$ cat src/rtl/uart_pkg.sv
`default_nettype none
// ============================================================================
// Module   : uart_pkg
// Purpose  : Shared UART frame constants, state encoding and vote helper.
// Revision : 1.0 - initial release
// ============================================================================
package uart_pkg;

    typedef enum logic [1:0] {
        IDLE  = 2'd0,
        START = 2'd1,
        DATA  = 2'd2,
        STOP  = 2'd3
    } uart_state_e;

    localparam int   DATA_W     = 8;
    localparam int   FRAME_BITS = 10;
    localparam logic START_BIT  = 1'b0;
    localparam logic STOP_BIT   = 1'b1;

    function automatic logic maj3(input logic a, input logic b, input logic c);
        return (a & b) | (a & c) | (b & c);
    endfunction

endpackage
`default_nettype wire

$ cat src/rtl/uart_rx_if.sv
`default_nettype none
// ============================================================================
// Module   : uart_rx_if
// Purpose  : Serial line input and received-byte outputs of uart_rx.
// Revision : 1.0 - initial release
// ============================================================================
interface uart_rx_if
    import uart_pkg::*;
();
    logic              uart_rx;
    logic [DATA_W-1:0] rx_data;
    logic              rx_vld;
    logic              rx_err;
    logic              rx_busy;

    modport master (
        input  uart_rx,
        output rx_data,
        output rx_vld,
        output rx_err,
        output rx_busy
    );

    modport slave (
        output uart_rx,
        input  rx_data,
        input  rx_vld,
        input  rx_err,
        input  rx_busy
    );
endinterface
`default_nettype wire

$ cat src/rtl/uart_rx_sync.sv
`default_nettype none
// ============================================================================
// Module   : uart_rx_sync
// Purpose  : Two-flop synchronizer, history flop, arming flag, falling edge.
// Revision : 1.0 - initial release
// ============================================================================
module uart_rx_sync (
    input  logic clk,
    input  logic rst_n,
    input  logic i_async,
    output logic o_sync,
    output logic o_fall
);
    logic       r_s1;
    logic       r_s2;
    logic       r_s3;
    logic       r_armed;
    logic [1:0] r_fill;

    // r_fill marks when r_s2 holds a real line sample rather than its reset
    // value, so a line held low through reset never arms the detector.
    always_ff @(posedge clk or negedge rst_n) begin
        if (!rst_n) begin
            r_s1    <= 1'b1;
            r_s2    <= 1'b1;
            r_s3    <= 1'b1;
            r_fill  <= 2'b00;
            r_armed <= 1'b0;
        end else begin
            r_s1   <= i_async;
            r_s2   <= r_s1;
            r_s3   <= r_s2;
            r_fill <= {r_fill[0], 1'b1};
            if (r_s2 && r_fill[1]) begin
                r_armed <= 1'b1;
            end
        end
    end

    assign o_sync = r_s2;
    assign o_fall = r_armed & r_s3 & ~r_s2;

endmodule
`default_nettype wire

$ cat src/rtl/uart_rx.sv
`default_nettype none
// ============================================================================
// Module   : uart_rx
// Purpose  : 8N1 UART receiver; optional 2-of-3 vote via UART_RX_MAJORITY_EN.
// Revision : 1.0 - initial release
// ============================================================================
module uart_rx
    import uart_pkg::*;
#(
    parameter int BIT_CYCLES = 10
) (
    input  logic      clk,
    input  logic      rst_n,
    uart_rx_if.master bus
);
    localparam int               CNT_W    = $clog2(BIT_CYCLES);
    localparam logic [CNT_W-1:0] C_MID    = CNT_W'(BIT_CYCLES / 2);
    localparam logic [CNT_W-1:0] C_LAST   = CNT_W'(BIT_CYCLES - 1);

    uart_state_e       r_state;
    uart_state_e       w_state_nxt;
    logic [CNT_W-1:0]  r_cnt;
    logic [3:0]        r_bit_idx;
    logic [DATA_W-1:0] r_shreg;
    logic [DATA_W-1:0] r_rx_data;
    logic              r_rx_vld;
    logic              r_rx_err;

    logic w_line;
    logic w_fall;
    logic w_sample_pt;
    logic w_bit;
    logic w_shift;
    logic w_vld_nxt;
    logic w_err_nxt;

    uart_rx_sync u_sync (
        .clk     (clk),
        .rst_n   (rst_n),
        .i_async (bus.uart_rx),
        .o_sync  (w_line),
        .o_fall  (w_fall)
    );

`ifdef UART_RX_MAJORITY_EN
    localparam logic [CNT_W-1:0] C_MID_LO = CNT_W'(BIT_CYCLES / 2 - 1);
    localparam logic [CNT_W-1:0] C_MID_HI = CNT_W'(BIT_CYCLES / 2 + 1);

    logic r_v_lo;
    logic r_v_mid;

    always_ff @(posedge clk or negedge rst_n) begin
        if (!rst_n) begin
            r_v_lo  <= 1'b1;
            r_v_mid <= 1'b1;
        end else begin
            if (r_cnt == C_MID_LO) r_v_lo  <= w_line;
            if (r_cnt == C_MID)    r_v_mid <= w_line;
        end
    end

    // Third vote is the live line, so the decision lands one cycle after MID.
    assign w_sample_pt = (r_cnt == C_MID_HI);
    assign w_bit       = maj3(r_v_lo, r_v_mid, w_line);
`else
    assign w_sample_pt = (r_cnt == C_MID);
    assign w_bit       = w_line;
`endif

    always_ff @(posedge clk or negedge rst_n) begin
        if (!rst_n) begin
            r_state <= IDLE;
        end else begin
            r_state <= w_state_nxt;
        end
    end

    always_comb begin
        w_state_nxt = r_state;
        w_shift     = 1'b0;
        w_vld_nxt   = 1'b0;
        w_err_nxt   = 1'b0;
        case (r_state)
            IDLE: begin
                if (w_fall) w_state_nxt = START;
            end
            START: begin
                if (w_sample_pt) w_state_nxt = (w_bit == START_BIT) ? DATA : IDLE;
            end
            DATA: begin
                if (w_sample_pt) begin
                    w_shift = 1'b1;
                    if (r_bit_idx == 4'(DATA_W)) w_state_nxt = STOP;
                end
            end
            STOP: begin
                // Leave mid-stop-bit so the next start edge is caught on time.
                if (w_sample_pt) begin
                    w_state_nxt = IDLE;
                    if (w_bit == STOP_BIT) w_vld_nxt = 1'b1;
                    else                   w_err_nxt = 1'b1;
                end
            end
            default: w_state_nxt = IDLE;
        endcase
    end

    always_ff @(posedge clk or negedge rst_n) begin
        if (!rst_n) begin
            r_cnt     <= '0;
            r_bit_idx <= '0;
            r_shreg   <= '0;
            r_rx_data <= '0;
            r_rx_vld  <= 1'b0;
            r_rx_err  <= 1'b0;
        end else begin
            if (r_state == IDLE || w_state_nxt == IDLE) begin
                r_cnt <= '0;
            end else if (r_cnt == C_LAST) begin
                r_cnt <= '0;
            end else begin
                r_cnt <= r_cnt + 1'b1;
            end

            if (r_state == IDLE) begin
                r_bit_idx <= '0;
            end else if (r_cnt == C_LAST) begin
                r_bit_idx <= r_bit_idx + 1'b1;
            end

            if (w_shift) begin
                r_shreg <= {w_bit, r_shreg[DATA_W-1:1]};
            end

            r_rx_vld <= w_vld_nxt;
            r_rx_err <= w_err_nxt;
            if (w_vld_nxt) begin
                r_rx_data <= r_shreg;
            end
        end
    end

    assign bus.rx_data = r_rx_data;
    assign bus.rx_vld  = r_rx_vld;
    assign bus.rx_err  = r_rx_err;
    assign bus.rx_busy = (r_state != IDLE);

endmodule
`default_nettype wire

$ cat src/flat_wrapper.sv
// flat-port wrapper written by rule: the top's interface ports become plain ports
module uart_rx_flat import uart_pkg::*;
#(
    parameter int BIT_CYCLES = 10
)
  (clk, rst_n, bus_uart_rx, bus_rx_data, bus_rx_vld, bus_rx_err, bus_rx_busy);
  uart_rx_if bus_i ();
  input  logic clk;
  input  logic rst_n;
  input wire logic [$bits(bus_i.uart_rx)-1:0] bus_uart_rx;
  output wire logic [$bits(bus_i.rx_data)-1:0] bus_rx_data;
  output wire logic [$bits(bus_i.rx_vld)-1:0] bus_rx_vld;
  output wire logic [$bits(bus_i.rx_err)-1:0] bus_rx_err;
  output wire logic [$bits(bus_i.rx_busy)-1:0] bus_rx_busy;
  assign bus_i.uart_rx = bus_uart_rx;
  assign bus_rx_data = bus_i.rx_data;
  assign bus_rx_vld = bus_i.rx_vld;
  assign bus_rx_err = bus_i.rx_err;
  assign bus_rx_busy = bus_i.rx_busy;
  uart_rx #(.BIT_CYCLES(BIT_CYCLES)) u_core (.clk(clk), .rst_n(rst_n), .bus(bus_i));
endmodule
$ cat config.mk
export PLATFORM = sky130hd
export DESIGN_NAME = uart_rx_flat
export DESIGN_NICKNAME = d
export VERILOG_FILES = /design/src/rtl/uart_pkg.sv /design/src/rtl/uart_rx_if.sv /design/src/rtl/uart_rx_sync.sv /design/src/rtl/uart_rx.sv /design/src/flat_wrapper.sv
export SDC_FILE = /design/constraint.sdc
export NUM_CORES = 1
export LEC_CHECK = 0
export ABC_AREA = 1
export ABC_CLOCK_PERIOD_IN_PS = 1200
export CAP_MARGIN = 0
export CORE_UTILIZATION = 48
export DETAILED_ROUTE_END_ITERATION = 8
export PLACE_DENSITY = 0.71
export SLEW_MARGIN = 20
export SYNTH_ARGS = -nofsm -noshare
export SYNTH_HDL_FRONTEND = slang
export SYNTH_HIERARCHICAL = 1
export SYNTH_SLANG_ARGS = --single-unit
$ cat constraint.sdc
create_clock -name clk -period 1.2 [get_ports clk]
set_input_delay 0.3 -clock clk [delete_from_list [all_inputs] [get_ports clk]]
set_output_delay 0.3 -clock clk [all_outputs]
set_load 0.05 [all_outputs]
==> reports/qor.yml, run 1 <==
drt_iter0_drc: 32
wire_per_inst_um: 15.4
ys_seq_elements: 34
peakVddDrop_v: 0.00133
cts_hold_buf: 0
syn_inst: 148
port_buffers: 13
hpwl_um: 1840
r2r-start: "u_core/r_cnt[1]$_DFF_PN0_"
cts_buffer_depth: 2
finalSetupViolations: 37
antenna_found_initial: 0
syn_to_final_growth_pct: 48.7
slew_viol_final: 0
drive_gt1_share_pct: 52.8
io_pins: 14
synth-seq-area-share_pct: 57.4
yosys.cell_count.top_type: "dfrtp_1"
synth_top_area_share_pct: 52.1
hold_ws_ps: 327
vias: 1194
synth.avg_cell_area_um2: 10.1
initial_core_util_pct: 52.2
path_cells: "inv_2 > ha_4 > nand4_1 > nand2_1 > nand2_2 > nor2_4 > nor2_2"
synth_flop_cell: "dfrtp_1"
status: "finished with violations"
min_period_over_period_pct: 121
clkTransAtPathRegs_ps: 90
die_area_um2: 3330
failed_checks: "DRC, setup timing"
clock_latency_ps: 330
drt-pass1-iter-count: 6
synth_cell_types: 23
synthArstFlopShare_pct: 100
report.power.total_mw: 3.49
yosysWarningCount: 6
arrival_ps: 1670
critPathRequiredTime_ps: 1420
nNetsFinal: 201
setup.worst_path.start_class: "register"
cellLeakagePower_nw: 1.08
vias_per_cell: 5.28
drc_errors: 1
core_area_um2: 2850
cts_tree: "done"
antenna_left: 0
timing.fmax_mhz: 691
cts_max_level: 2
grt_max_degree: 35
die_h_um: 57.7
setup_ws_ps: -247
crit_path_end_kind: "register"
synth-edff-count: 0
final_core_utilization_pct: 77.6
rsz0062_at_grt: "yes"
grt_pass1_wl_um: 5290
cts_buffers: 5
clock_sinks: 34
cap_violations: 0
path_max_fanout: 4
grt_pass1_vias: 1233
grt_usage_pct: 22.2
synthTopCellsByCount: "dfrtp_1 (31), nand2_1 (30), inv_1 (18)"
syn-num-nets: 155
routed_wl_um: 3490
cp_slowest_cell: "dfrtp_1"
cts_root_buf: "clkbuf_4"
netlist_area_um2: 1490
yosys.area.top_type: "dfrtp_1"
fin_crit_ps: 1450
diodes: 0
cellPowerDensity_nw_per_um2: 1570
row_count: 19
fp.dieW_um: 57.7
startpoint: "u_core/r_cnt[1]$_DFF_PN0_"
pre_cts_slack_ps: -88.4
crit_type: "reg2reg"
finalClockSkew_ps: 11.5
final_hold_viol_count: 0
hp-class: "in2async"
cpPeakStageDelay_ps: 400
gp_congestion: 0.873
grt.overflow.total: 0
synthTopCellsByArea: "dfrtp_1 (52%), nand2_1 (7.6%), dfstp_2 (5.3%)"
## power by group
group	switching (mW)	total, mW	leakage [nW]	internal [mW]
combinational	0.764	1.46	0.615	0.692
clock	0.350	0.583	0.0265	0.233
sequential	0.156	1.45	0.443	1.29
total	1.27	3.49	1.08	2.21
## flip-flops by register name, summed over array words and instances (netlist names), 2 cells and up
name                  cells
u_core/bus.rx_data        8
u_core/r_bit_idx          4
u_core/r_cnt              4
u_core/r_shreg            8
u_core/r_state            2
u_core/u_sync/r_fill      2
## cell type report
class                           count  area [µm²]
Fill cell                         179         638
Clock buffer                        8        48.8
Sequential cell                    34         857
Timing Repair Buffer               41         513
Tap cell                           31        38.8
Inverter                           20        75.1
Multi-Input combinational cell     92         682
## critical path, delay by kind of cell, from the launching register on
kind / cells / cell delay (ps)
buffers and inverters: 1 / 70
DFF: 1 / 400
adders and majority gates: 1 / 180
and+or+nand+nor: 5 / 690
## kinds of logic (layout without fill, tap and decap cells)
kind of cell | after synthesis | in the layout | share of synthesized area [%]
other | 1 | 1 | 0.252
adder cells (fa/ha/maj) | 4 | 4 | 3.36
XOR/XNOR | 1 | 1 | 0.588
flip-flops | 34 | 34 | 57.4
buffers and inverters | 22 | 69 | 6.55
AND/OR/NAND/NOR | 66 | 66 | 23.4
AO/OA/AOI/OAI | 20 | 20 | 8.49
## layout by cell type (no fill, tap or decap), types with 2 or more instances in the layout
cell / Yosys / final
ha_1: 4 / 3
clkdlybuf4s50_1: 0 / 2
nor2_4: 3 / 7
dfrtp_2: 0 / 2
nand2_2: 6 / 12
or2_0: 2 / 2
inv_2: 1 / 4
buf_4: 0 / 22
nor2_1: 6 / 4
o21ai_1: 0 / 4
nor2_2: 7 / 5
inv_1: 18 / 15
nand2_1: 30 / 18
dfstp_2: 3 / 3
dfrtp_1: 31 / 29
clkbuf_4: 0 / 5
o21ai_2: 7 / 14
nand2_4: 0 / 6
buf_12: 0 / 14
buf_6: 2 / 2
nand3_1: 6 / 5
nand4_1: 3 / 3
clkbuf_1: 0 / 3
## timing repair
| action | CTS | global route |
|---|---|---|
| buffers inserted | 8 | 4 |
| gates resized for setup | 40 | 13 |
| gates cloned | 1 | 0 |
| pin swaps | 10 | 14 |
| endpoints found under the hold margin | 0 | 0 |
| endpoints found under the setup margin | 33 | 38 |
## worst paths after layout
| kind | endpoint | slack (ps) | cells past startpoint |
|---|---|---|---|
| min in group clk | u_core/u_sync/r_fill[1]$_DFF_PN0_ | 360 | 0 |
| worst max register to register | u_core/r_cnt[0]$_DFF_PN0_ | -250 | 7 |
| worst min register to register | u_core/u_sync/r_fill[1]$_DFF_PN0_ | 360 | 0 |
| worst max-delay path | u_core/r_cnt[0]$_DFF_PN0_ | -250 | 7 |
| max in group asynchronous | u_core/u_sync/o_sync$_DFF_PN1_ | 620 | 2 |
| worst min-delay path | u_core/r_bit_idx[3]$_DFFE_PN0P_ | 330 | 2 |
## stage by stage
step / instance area (µm²) / std cells / setup TNS [ps]
floorplan: 1500 / 148 / -401
global placement: 1910 / 205 / -463
detailed placement: 1910 / 205 / -1090
CTS: 2140 / 222 / -2840
global route: 2210 / 226 / -6120
finish: 2210 / 226 / -3930
## metal layers
metal,GRT usage (%),wire length [µm]
met5,0,0
met4,13.3,173
met3,7.59,151
met2,37.9,1810
met1,23.8,1360
Note: power is estimated with default switching activity, not from simulation.
==> run 2, diff against run 1 <==
ABC_CLOCK_PERIOD_IN_PS = 1500   (was 1200)
CORE_MARGIN = 2   (was not set)
HOLD_SLACK_MARGIN = 0.12   (was not set)
PLACE_DENSITY = 0.69   (was 0.71)
clock period = 1.5 ns   (was 1.2 ns; I/O delays follow)
==> run 2 against run 1 <==
Compared with the run above: the run now ends clean; cell area is 13% lower; register-to-register slack better by 370 ps; sequential power is 21% lower; worst hold slack better by 32 ps; critical path type is now reg2out; critical endpoint is now bus_rx_busy.
==> reports/qor.yml, run 2 (synthesized netlist as in run 1, its figures left out) <==
status: "completed"
grt_max_degree: 35
multi_input_area_um2: 557
cts_buffer_depth: 2
cts_tree: "done"
clock_latency_ps: 320
grt_pass1_wl_um: 4420
hp-class: "reg2reg"
setup-tns-final_ps: 0
cellLeakagePower_nw: 0.890
setup.worst_path.start_class: "register"
core_area_um2: 3000
cts_hold_buf: 0
clock_sinks: 34
setup_ws_ps: 29.6
crit_type: "reg2out"
arrival_ps: 1100
syn_to_final_growth_pct: 29.7
drt-pass1-iter-count: 4
diodes: 0
cellPowerDensity_nw_per_um2: 1260
vias_per_cell: 5.08
cap_violations: 0
port_buffers: 13
peakVddDrop_v: 0.000787
crit_path_end_kind: "output port"
finalNonFillerCells: 210
io_pins: 14
wire_per_inst_um: 12.2
clkTransAtPathRegs_ps: 100
fill_cells: 252
finalSetupViolations: 0
die_area_um2: 3560
pre_cts_slack_ps: -12.7
timing.fmax_mhz: 680
nNetsFinal: 183
drt_iter0_drc: 48
antenna_left: 0
final_cell_mix: "nand2_1 (30), dfrtp_1 (30), inv_1 (17)"
grt_pass1_vias: 1072
fp.dieW_um: 59.7
grt.overflow.total: 0
hold_ws_ps: 358
critPathRequiredTime_ps: 1120
fin_crit_ps: 1470
cts_root_buf: "clkbuf_4"
ff2ff_setup_slack_ps: 120
row_count: 20
min_period_over_period_pct: 98.0
grt_usage_pct: 17.2
slew_viol_final: 0
antenna_found_initial: 0
ff_latch_area_um2: 856
final_hold_viol_count: 0
dp_cells: 196
cts_buffers: 5
path_max_fanout: 2
finalClockSkew_ps: 7.05
die_h_um: 59.7
rsz0062_at_grt: "yes"
drive_gt1_share_pct: 34.5
routed_wl_um: 2560
vias: 1066
cts_max_level: 2
drc_errors: 0
initial_core_util_pct: 49.6
gp_congestion: 0.798
hpwl_um: 1800
==> run 2: changes by cell type in the layout (fill, tap and decap cells not counted), sizes merged <==
cell / change
buf: -17
clkbuf: -2
clkinv: +1
==> run 2: where the power goes <==
group | switching (mW) | internal [mW]
clock | 0.285 | 0.227
combinational | 0.443 | 0.322
sequential | 0.121 | 1.03
total | 0.849 | 1.58
==> run 2: path summary, 6_finish.rpt <==
kind	cells past startpoint	end	startpoint
min in group asynchronous	2	u_core/r_cnt[2]$_DFF_PN0_	rst_n
worst min register to register	0	u_core/u_sync/r_fill[1]$_DFF_PN0_	u_core/u_sync/r_fill[0]$_DFF_PN0_
worst min-delay path	0	u_core/u_sync/r_fill[1]$_DFF_PN0_	u_core/u_sync/r_fill[0]$_DFF_PN0_
worst max-delay path	3	bus_rx_busy	u_core/r_state[1]$_DFF_PN0_
worst max register to register	7	u_core/r_shreg[7]$_DFFE_PN0P_	u_core/r_cnt[1]$_DFF_PN0_
max in group asynchronous	2	u_core/u_sync/r_s1$_DFF_PN1_	rst_n
==> run 2: area by class of cell <==
class,instances,share of cell area [%]
Clock inverter,1,0.259
Tap cell,33,2.14
Timing Repair Buffer,23,17.6
Multi-Input combinational cell,92,28.8
Clock buffer,7,2.85
Sequential cell,34,44.3
Inverter,20,4.02
==> run 2: per-stage QoR <==
| step | area (µm²) | total power [mW] | utilization (%) |
|---|---|---|---|
| after floorplan | 1490 | 1.62 | - |
| after global placement | 1800 | 1.81 | 60.0 |
| after detailed placement | 1800 | 1.84 | 60.0 |
| after CTS | 1890 | 2.40 | 63.1 |
| after global routing | 1930 | 2.59 | 64.3 |
| final | 1930 | 2.43 | 64.3 |
==> run 2: routing by layer <==
layer / wire [µm] / global-route usage (%)
met5: 0 / 0
met4: 31 / 7.62
met3: 94 / 6.49
met2: 1330 / 28.7
met1: 1100 / 19.5
==> run 2: worst max-delay path, cell delays in order, from the launching register on <==
cell and delay [ps]:
dfrtp_1 420, nor2_4 160, inv_4 50, buf_12 140
==> run 2: what timing repair did <==
item,4_1_cts,5_1_grt
gates resized for setup,4,3
setup buffers,3,3
setup endpoints to repair,9,15
pin swaps,1,2
